## config.mk

```make
export PLATFORM = sky130hd
export DESIGN_NAME = trig_histogrammer_flat
export DESIGN_NICKNAME = d
export VERILOG_FILES = /design/src/rtl/trig_histogrammer_if.sv /design/src/rtl/trig_histogrammer.sv /design/src/flat_wrapper.sv
export SDC_FILE = /design/constraint.sdc
export NUM_CORES = 1
export LEC_CHECK = 0
export CAP_MARGIN = 5
export CORE_UTILIZATION = 37
export DETAILED_ROUTE_END_ITERATION = 12
export DONT_BUFFER_PORTS = 1
export PLACE_DENSITY = 0.51
export SYNTH_ARGS = -nofsm -noshare
export SYNTH_HDL_FRONTEND = slang
export SYNTH_SLANG_ARGS = --single-unit
```

## constraint.sdc

```tcl
create_clock -name clk -period 7.6 [get_ports clk]
set_input_delay 1.52 -clock clk [delete_from_list [all_inputs] [get_ports clk]]
set_output_delay 1.52 -clock clk [all_outputs]
set_load 0.05 [all_outputs]
```

## src/rtl/trig_histogrammer_if.sv

```systemverilog
// trig_histogrammer_if: trigger inputs, control levels and histogram/delay readout bundle
interface trig_histogrammer_if #(
  parameter int NCHAN = 8,
  parameter int CNTW  = 32,
  parameter int DLYW  = 8
);
  logic [NCHAN-1:0]           trig_in;
  logic                       count_enable;
  logic                       resethist;
  logic [NCHAN-1:0][CNTW-1:0] histos;
  logic [DLYW-1:0]            delaycounter;
  logic [NCHAN-1:0]           overflow;
  modport master (output trig_in, count_enable, resethist, input histos, delaycounter, overflow);
  modport slave  (input trig_in, count_enable, resethist, output histos, delaycounter, overflow);
endinterface

```

## src/rtl/trig_histogrammer.sv

```systemverilog
// trig_histogrammer: synchronised per-channel rising-edge counters and ch0->ch1 delay timer
module trig_histogrammer #(
  parameter int NCHAN       = 8,
  parameter int CNTW        = 32,
  parameter int DLYW        = 8,
  parameter int SYNC_STAGES = 2
) (
  input logic                clk,
  input logic                reset_n,
  trig_histogrammer_if.slave bus
);
  typedef enum logic {IDLE, ARMED} st_t;
  st_t                               st_q, st_d;
  logic [SYNC_STAGES-1:0][NCHAN-1:0] sync_q;
  logic [NCHAN-1:0]                  prev_q, edg, ovf_q, ovf_d;
  logic [NCHAN-1:0][CNTW-1:0]        cnt_q, cnt_d;
  logic [DLYW-1:0]                   dly_q, dly_d, tmr_q, tmr_d, tmr_inc;
  logic                              rh_q, clr;
  assign edg     = sync_q[SYNC_STAGES-1] & ~prev_q;
  assign clr     = bus.resethist & ~rh_q;
  assign tmr_inc = &tmr_q ? tmr_q : tmr_q + DLYW'(1);
  always_comb begin
    cnt_d = cnt_q;
    ovf_d = ovf_q;
    for (int i = 0; i < NCHAN; i++) begin
      cnt_d[i] = clr ? '0 : (bus.count_enable && edg[i] && !(&cnt_q[i])) ? cnt_q[i] + CNTW'(1) : cnt_q[i];
      ovf_d[i] = !clr && (ovf_q[i] || (bus.count_enable && edg[i] && (&cnt_q[i])));
    end
  end
  // A simultaneous ch0 edge re-arms the measurement even while reporting one.
  always_comb begin
    st_d  = st_q;
    tmr_d = tmr_q;
    dly_d = dly_q;
    if (clr) begin
      st_d  = IDLE;
      tmr_d = '0;
      dly_d = '0;
    end else if (st_q == IDLE) begin
      st_d  = (edg[0] && !edg[1]) ? ARMED : IDLE;
      tmr_d = '0;
      dly_d = (edg[0] && edg[1]) ? '0 : dly_q;
    end else begin
      dly_d = edg[1] ? tmr_inc : dly_q;
      st_d  = (edg[1] && !edg[0]) ? IDLE : ARMED;
      tmr_d = edg[0] ? '0 : tmr_inc;
    end
  end
  always_ff @(posedge clk or negedge reset_n) begin
    if (!reset_n) begin
      sync_q <= '0;
      prev_q <= '0;
      rh_q   <= 1'b0;
      cnt_q  <= '0;
      ovf_q  <= '0;
      dly_q  <= '0;
      tmr_q  <= '0;
      st_q   <= IDLE;
    end else begin
      sync_q <= {sync_q[SYNC_STAGES-2:0], bus.trig_in};
      prev_q <= sync_q[SYNC_STAGES-1];
      rh_q   <= bus.resethist;
      cnt_q  <= cnt_d;
      ovf_q  <= ovf_d;
      dly_q  <= dly_d;
      tmr_q  <= tmr_d;
      st_q   <= st_d;
    end
  end
  assign bus.histos       = cnt_q;
  assign bus.delaycounter = dly_q;
  assign bus.overflow     = ovf_q;
endmodule

```

## src/flat_wrapper.sv

```systemverilog
// flat-port wrapper written by rule: the top's interface ports become plain ports
module trig_histogrammer_flat 
#(
  parameter int NCHAN       = 8,
  parameter int CNTW        = 32,
  parameter int DLYW        = 8,
  parameter int SYNC_STAGES = 2
)
  (clk, reset_n, bus_trig_in, bus_count_enable, bus_resethist, bus_histos, bus_delaycounter, bus_overflow);
  trig_histogrammer_if #(.NCHAN(NCHAN), .CNTW(CNTW), .DLYW(DLYW)) bus_i ();
  input logic clk;
  input logic reset_n;
  input wire logic [$bits(bus_i.trig_in)-1:0] bus_trig_in;
  input wire logic [$bits(bus_i.count_enable)-1:0] bus_count_enable;
  input wire logic [$bits(bus_i.resethist)-1:0] bus_resethist;
  output wire logic [$bits(bus_i.histos)-1:0] bus_histos;
  output wire logic [$bits(bus_i.delaycounter)-1:0] bus_delaycounter;
  output wire logic [$bits(bus_i.overflow)-1:0] bus_overflow;
  assign bus_i.trig_in = bus_trig_in;
  assign bus_i.count_enable = bus_count_enable;
  assign bus_i.resethist = bus_resethist;
  assign bus_histos = bus_i.histos;
  assign bus_delaycounter = bus_i.delaycounter;
  assign bus_overflow = bus_i.overflow;
  trig_histogrammer #(.NCHAN(NCHAN), .CNTW(CNTW), .DLYW(DLYW), .SYNC_STAGES(SYNC_STAGES)) u_core (.clk(clk), .reset_n(reset_n), .bus(bus_i));
endmodule
```

==> out/results.txt, run 1 <==
result of the run: completed
global router's overall resource usage: 19.4%
power density normalized to cell area: 217 mW/mm^2
Detailed Routing Iterations Pass 1: 5
category of the worst setup path launch point: register
via count of the first global-routing pass: 11.3k
max-cap violation count: 0
Fin Hold WS: 0.337 ns
count of pins over their slew limit: 0
Post-Route WL: 40800 um
count of hold-fix buffers inserted at cts: 0
1st-iter DRT viols: 727
port bufs: 0
Synth-to-Final Area Change: 12.2%
reg2reg end: u_core.bus.histos[14]
number of distinct standard cells referenced by the synthesized netlist: 54
root buffer cell: clkbuf_16
sequential share of the synthesized area: 50.4%
share of flip-flops with an asynchronous set or reset after synthesis: 100%
critical register-to-register path startpoint: u_core.bus.histos[0]
std cell rows: 73
number of buffers on the longest clock path: 3
Initial Utilization: 37.9%
crit path time final: 3.58 ns
count of vias placed by the detailed router: 12.0k
width of the die: 205 um
die height: 205 um
Final WS setup: 4.02 ns
setup slack at placement: 3.89 ns
largest fanout on the critical path: 20
kind of critical path: register to register
Setup violations, final: 0
number of sinks handled by clock tree synthesis: 306
CTS H-tree depth: 2
highest-count cells in the layout ignoring fill and taps: 306 x dfrtp_1, 263 x nor2_1, 138 x nand2_1
mean post-synth cell area: 9.37 um^2
netlist area before placement: 0.0152 mm^2
Crit path required time: 8.04 ns
critical path data arrival time: 4.02 ns
Setup Fix Bufs, Post-CTS: 0
clock-pin slew on the worst setup and hold paths: 0.06 ns
final period utilization: 47.1%
Post-synth EDFFs: 0
Hold WC Path Type: register to register
transition time of the tightest slew-check pin: 1.08 ns
number of cell instances on the worst register-to-register path: 7
Hold Crit Endpoint: u_core.sync_q[9]
most common library cell in the layout ignoring fill and taps: dfrtp_1
first-pass GRT wire length: 65300 um
antenna violations before repair: 1
layout cell share with drive strength beyond 1: 5.13%
wire length per cell after detailed routing: 18.9 um
total die area: 0.0418 mm^2
start point of the worst min-delay path: u_core.sync_q[1]
Static Leakage: 7.15 nW
clock skew: 0.0246 ns
RSZ-0062 raised after global routing: no
number of storage elements in the synthesis netlist: 306
final core area utilization: 42.5%
Post-layout nets: 1628
IR drop worst, VDD: 0.150 mV
total I/O pin count: 284
half-perimeter wire length after detailed placement: 27500 um
Via density: 5.52
largest net degree at the start of global routing: 307
total of cells resized after clock tree synthesis: 0
summed negative setup slack over all endpoints: 0 ns
TritonCTS clock tree: yes
total clock buffers created by CTS: 39
weighted congestion at the end of routability-driven global placement: 0.836
DRT antenna net count: 0
Post-Synthesis Cells: 1620
flip-flop cell with the highest count after synthesis: dfrtp_1
maximum clock rate: 280 MHz
Final Hold Viols: 0
synthesis warning total: 0
worst slew slack as a fraction of its limit: 26.3%
core box area: 0.0401 mm^2
aggregate global routing overflow: 0
instance count along the most critical hold path: 0
drt drc: 0
slack of the worst reg-to-reg path: 4.02 ns
later-pin clock latency in the skew report: 0.54 ns
Post-Synthesis Net Count: 1641
Critical Path Sink Type: register
[through the flow]
step / std cells / area (um^2) / power, W
5_1_grt: 2162 / 17000 / 0.00385
6_report: 2163 / 17000 / 0.00371
4_1_cts: 2161 / 17000 / 0.00377
3_3_place_gp: 2091 / 15700 / 0.00183
2_1_floorplan: 1620 / 15200 / 0.00180
3_5_place_dp: 2091 / 15700 / 0.00183
[where the power goes]
| group | switching [W] | total [W] | internal (W) |
|---|---|---|---|
| Combinational | 0.0000532 | 0.0000737 | 0.0000205 |
| Clock | 0.000714 | 0.00191 | 0.00119 |
| Sequential | 0.0000741 | 0.00172 | 0.00165 |
| Total | 0.000841 | 0.00371 | 0.00286 |
[critical path, cell delays in order (launching register included)]
cell and delay, ns:
dfrtp_1 0.74, ha_1 0.35, nand2_1 0.12, nor3_1 0.69, nand4_1 0.56, nand2_1 0.67
o21ai_0 0.19, a21oi_1 0.15
[synth_stat cells (all sizes together), types with 4 or more instances]
master / instances / area [um^2]
clkbuf: 55 / 206
nor3: 52 / 260
a21oi: 47 / 235
nand2: 138 / 518
dfrtp: 306 / 7660
and3: 48 / 300
nor2: 263 / 987
nand3: 119 / 596
o31ai: 7 / 52.6
o211ai: 9 / 67.6
ha: 9 / 113
o21ai: 37 / 185
buf: 6 / 23.8
nor2b: 6 / 37.5
or4: 23 / 180
and3b: 5 / 43.8
a2111oi: 5 / 51.3
nand3b: 5 / 37.5
a211oi: 5 / 37.5
mux2i: 4 / 40.0
nand4b: 4 / 35.0
nand4: 89 / 563
a31oi: 5 / 31.3
xnor2: 73 / 639
and4: 32 / 282
and2: 21 / 131
nor4: 27 / 169
inv: 28 / 105
xor2: 129 / 1130
or3: 34 / 213
[final cells by class]
cell class	instances	area, um^2
diodes	2	5.00
fillers	3895	23100
flip-flops and latches	306	7660
clock buffers	60	1250
inverters	28	105
repair buffers	7	65.1
clock inverters	10	105
multi-input cells	1225	7200
well taps	525	657
[flip-flops by register name, summed over array words and instances (netlist names)]
signal,flops
u_core.bus.delaycounter,8
u_core.tmr_q,8
u_core.sync_q,16
u_core.bus.overflow,8
u_core.prev_q,8
u_core.rh_q,1
u_core.bus.histos,256
u_core.st_q,1
[routing by layer]
metal / GRT usage, % / wire [um] / share of wire [%]
met5: 0 / 0 / 0
met1: 26.2 / 18200 / 45
met4: 6.13 / 819 / 2.0
met3: 6.03 / 3190 / 7.8
met2: 29.5 / 18600 / 45
[cells by family after synthesis]
group                    count (synthesis)  synth area share (%)
adder cells (fa/ha/maj)                  9                 0.742
AO/OA/AOI/OAI                          133                  5.43
flip-flops                             306                  50.4
AND/OR/NAND/NOR                        877                  29.3
buffers and inverters                   89                  2.21
XOR/XNOR                               202                  11.7
multiplexers                             4                 0.264
[how the worst max path moves through the flow]
stage,startpoint,to,slack (ns)
6_report,u_core.bus.histos[0],u_core.bus.histos[14],4.02
5_1_grt,u_core.bus.histos[0],u_core.bus.histos[16],3.54
4_1_cts,u_core.bus.histos[0],u_core.bus.histos[14],3.98
3_5_place_dp,bus_count_enable,u_core.bus.histos[204],3.89
3_3_place_gp,bus_count_enable,u_core.bus.histos[204],3.95
2_1_floorplan,bus_count_enable,u_core.bus.histos[186],4.10
(Power assumes the default switching activity.)
==> run 2, diff against run 1 <==
==> constraint.sdc (replaced) <==
create_clock -name clk -period 3.65 [get_ports clk]
set_input_delay 0.73 -clock clk [delete_from_list [all_inputs] [get_ports clk]]
set_output_delay 0.73 -clock clk [all_outputs]
set_load 0.05 [all_outputs]
==> run 2 against run 1 <==
Net effect:
- the run now ends with negative hold slack left
- clock skew shrank 0.0081 ns
- first-iteration DRC count increased by 11%
- register-to-register slack got worse by 3.3 ns
- clock power is 100% higher
- utilization increased by 1.7 points
- count of clock-buffer cells in the layout is 4 lower
- global-route usage increased by 0.50 points
- critical endpoint is now u_core.bus.histos[27]
- largest power group unchanged
==> out/results.txt, run 2 (synthesis results as in run 1) <==
result of the run: complete, but fails checks
failing checks: negative hold slack
global router's overall resource usage: 19.9% (+0.50 points)
max-cap violation count: 0 (unchanged)
count of vias placed by the detailed router: 12.3k (+2.9%)
clock skew: 0.0165 ns (-0.00809 ns)
largest fanout on the critical path: 13 (-35%)
wire length per cell after detailed routing: 18.5 um (-2.0%)
first-pass GRT wire length: 66700 um (+2.1%)
width of the die: 205 um (unchanged)
final instance count without filler cells: 2258 (+4.4%)
portion of total power attributed to the clock network: 50.8% (-0.7 points)
Synth-to-Final Area Change: 16.8%
Hold WC Path Type: primary input to async pin
cell area after layout: 0.0177 mm^2 (+4.1%)
number of buffers on the longest clock path: 3 (unchanged)
final antenna diode count: 0 (-2)
die height: 205 um (unchanged)
Final WS setup: 0.761 ns (-3.26 ns)
Internal Pwr Total: 0.00588 W (+110%)
summed negative setup slack over all endpoints: 0 ns (unchanged)
1st-iter DRT viols: 804 (+11%)
std cell rows: 73 (unchanged)
root buffer cell: clkbuf_16
Critical Path Sink Type: register
transition time of the tightest slew-check pin: 1.47 ns (+0.395 ns)
maximum single-stage delay on the critical path: 0.77 ns (+0.03 ns)
kind of critical path: register to register
later-pin clock latency in the skew report: 0.55 ns (about the same)
half-perimeter wire length after detailed placement: 28900 um (+5.0%)
port bufs: 0 (unchanged)
cell with the largest stage delay on the worst path: or4_1
sequential cell fraction of total power: 45.8% (-0.7 points)
DRT antenna net count: 0 (unchanged)
Largest register FFs: 256 (unchanged)
placed inst area: 0.0164 mm^2 (+4.8%)
switching power of the nets: 0.00179 W (+110%)
Initial Utilization: 37.9% (unchanged)
setup slack at placement: 0.774 ns (-3.11 ns)
total die area: 0.0418 mm^2 (unchanged)
final period utilization: 79.1% (+32 points)
Via density: 5.45 (-1.4%)
critical path data arrival time: 3.36 ns (-0.66 ns)
Crit path required time: 4.12 ns (-3.92 ns)
total I/O pin count: 284 (unchanged)
CTS H-tree depth: 2 (unchanged)
via count of the first global-routing pass: 12.0k (+5.3%)
Setup violations, final: 0 (unchanged)
Post-Route WL: 41700 um (+2.3%)
total of cells resized after clock tree synthesis: 0 (unchanged)
IR drop worst, VDD: 0.346 mV (+130%)
RSZ-0062 raised after global routing: no
core box area: 0.0401 mm^2 (unchanged)
Static Leakage: 7.66 nW (+7.0%)
worst slew slack as a fraction of its limit: 1.87% (-24 points)
cell-by-cell listing of the critical path: nand4_1 -> or4_1 -> nor4_1 -> buf_4 -> nand3_1 -> or3_1 -> a21oi_1
number of fillers in the final layout: 3959 (+1.6%)
largest net degree at the start of global routing: 307 (unchanged)
combinational power share: 3.4% (+1.4 points)
total clock buffers created by CTS: 38 (-2.6%)
sw frac: 23.3% (+0.64 points)
number of buffers and inverters on the critical path: 1 (+1)
highest-count cells in the layout ignoring fill and taps: 306 x dfrtp_1, 263 x nor2_1, 138 x nand2_1
Setup Fix Bufs, Post-CTS: 0 (unchanged)
power density normalized to cell area: 433 mW/mm^2 (+99%)
count of pins over their slew limit: 0 (unchanged)
clock-pin slew on the worst setup and hold paths: 0.06 ns (about the same)
crit path time final: 2.89 ns (-0.687 ns)
Detailed Routing Iterations Pass 1: 6 (+1)
TritonCTS clock tree: yes
layout cell share with drive strength beyond 1: 10.3% (+5.2 points)
category of the worst setup path launch point: register
antenna violations before repair: 0 (-1)
most common library cell in the layout ignoring fill and taps: dfrtp_1
aggregate global routing overflow: 0 (unchanged)
Fin Hold WS: -0.125 ns (-0.463 ns)
Post-layout nets: 1725 (+6.0%)
drt drc: 0 (unchanged)
Final Hold Viols: 67 (+67)
number of sinks handled by clock tree synthesis: 306 (unchanged)
maximum clock rate: 346 MHz (+24%)
weighted congestion at the end of routability-driven global placement: 0.873 (+4.4%)
family with the most delay on the worst path: simple AND/OR/NAND/NOR gates
total placed cells including tap cells: 2189 (+4.7%)
[run 2: changes by cell type in the layout (fill, tap and decap cells not counted), moves of 2 or more]
cell       delta
clkbuf_1      +2
clkbuf_16     -3
clkbuf_8      -3
inv_6         +2
buf_4        +97
diode_2       -2
[run 2: final timing paths]
check	to	depth (start not counted)	startpoint	slack, ns
hold / removal	u_core.bus.histos[45]	0	reset_n	-0.13
setup reg to reg	u_core.bus.histos[27]	7	u_core.bus.histos[7]	0.76
max in group asynchronous	u_core.bus.histos[250]	0	reset_n	2.58
hold reg to reg	u_core.sync_q[9]	0	u_core.sync_q[1]	0.33
min in group clk	u_core.sync_q[7]	0	bus_trig_in[7]	0.20
setup / recovery	u_core.bus.histos[27]	7	u_core.bus.histos[7]	0.76
[run 2: worst reg2reg max path, delay by kind of cell (launching register included)]
family / cells / cell delay (ns)
AOI/OAI and AO/OA: 1 / 0.16
and+or+nand+nor: 5 / 1.72
buffers and inverters: 1 / 0.19
DFF: 1 / 0.72
[run 2: metrics by stage]
step	utilization [%]	power (W)
after floorplan	-	0.00375
after detailed placement	41.0	0.00384
after global placement	41.0	0.00384
after global routing	44.2	0.00795
final	44.2	0.00768
after CTS	44.2	0.00779
[run 2: power groups by stage]
stage | combinational, W | clock [W] | sequential (W)
global placement | 0.000262 | 0 | 0.00357
finish | 0.000261 | 0.00390 | 0.00352
floorplan | 0.000121 | 0 | 0.00363
CTS | 0.000266 | 0.00401 | 0.00351
global route | 0.000288 | 0.00415 | 0.00352
detailed placement | 0.000265 | 0 | 0.00358
[run 2: cell type report]
| cell class | count | area (um^2) | share of cell area (%) |
|---|---|---|---|
| Clock buffer | 56 | 1140 | 6.42 |
| Clock inverter | 13 | 164 | 0.924 |
| Inverter | 28 | 105 | 0.593 |
| Multi-Input combinational cell | 1225 | 7200 | 40.6 |
| Sequential cell | 306 | 7660 | 43.2 |
| Tap cell | 525 | 657 | 3.70 |
| Timing Repair Buffer | 105 | 813 | 4.59 |
[run 2: routing by layer]
metal / routed length [um] / part of all wire (%) / track usage [%]
met4: 722 / 1.7 / 4.85
met1: 18600 / 45 / 26.6
met2: 19200 / 46 / 31.1
met5: 0 / 0 / 0
met3: 3190 / 7.6 / 6.43
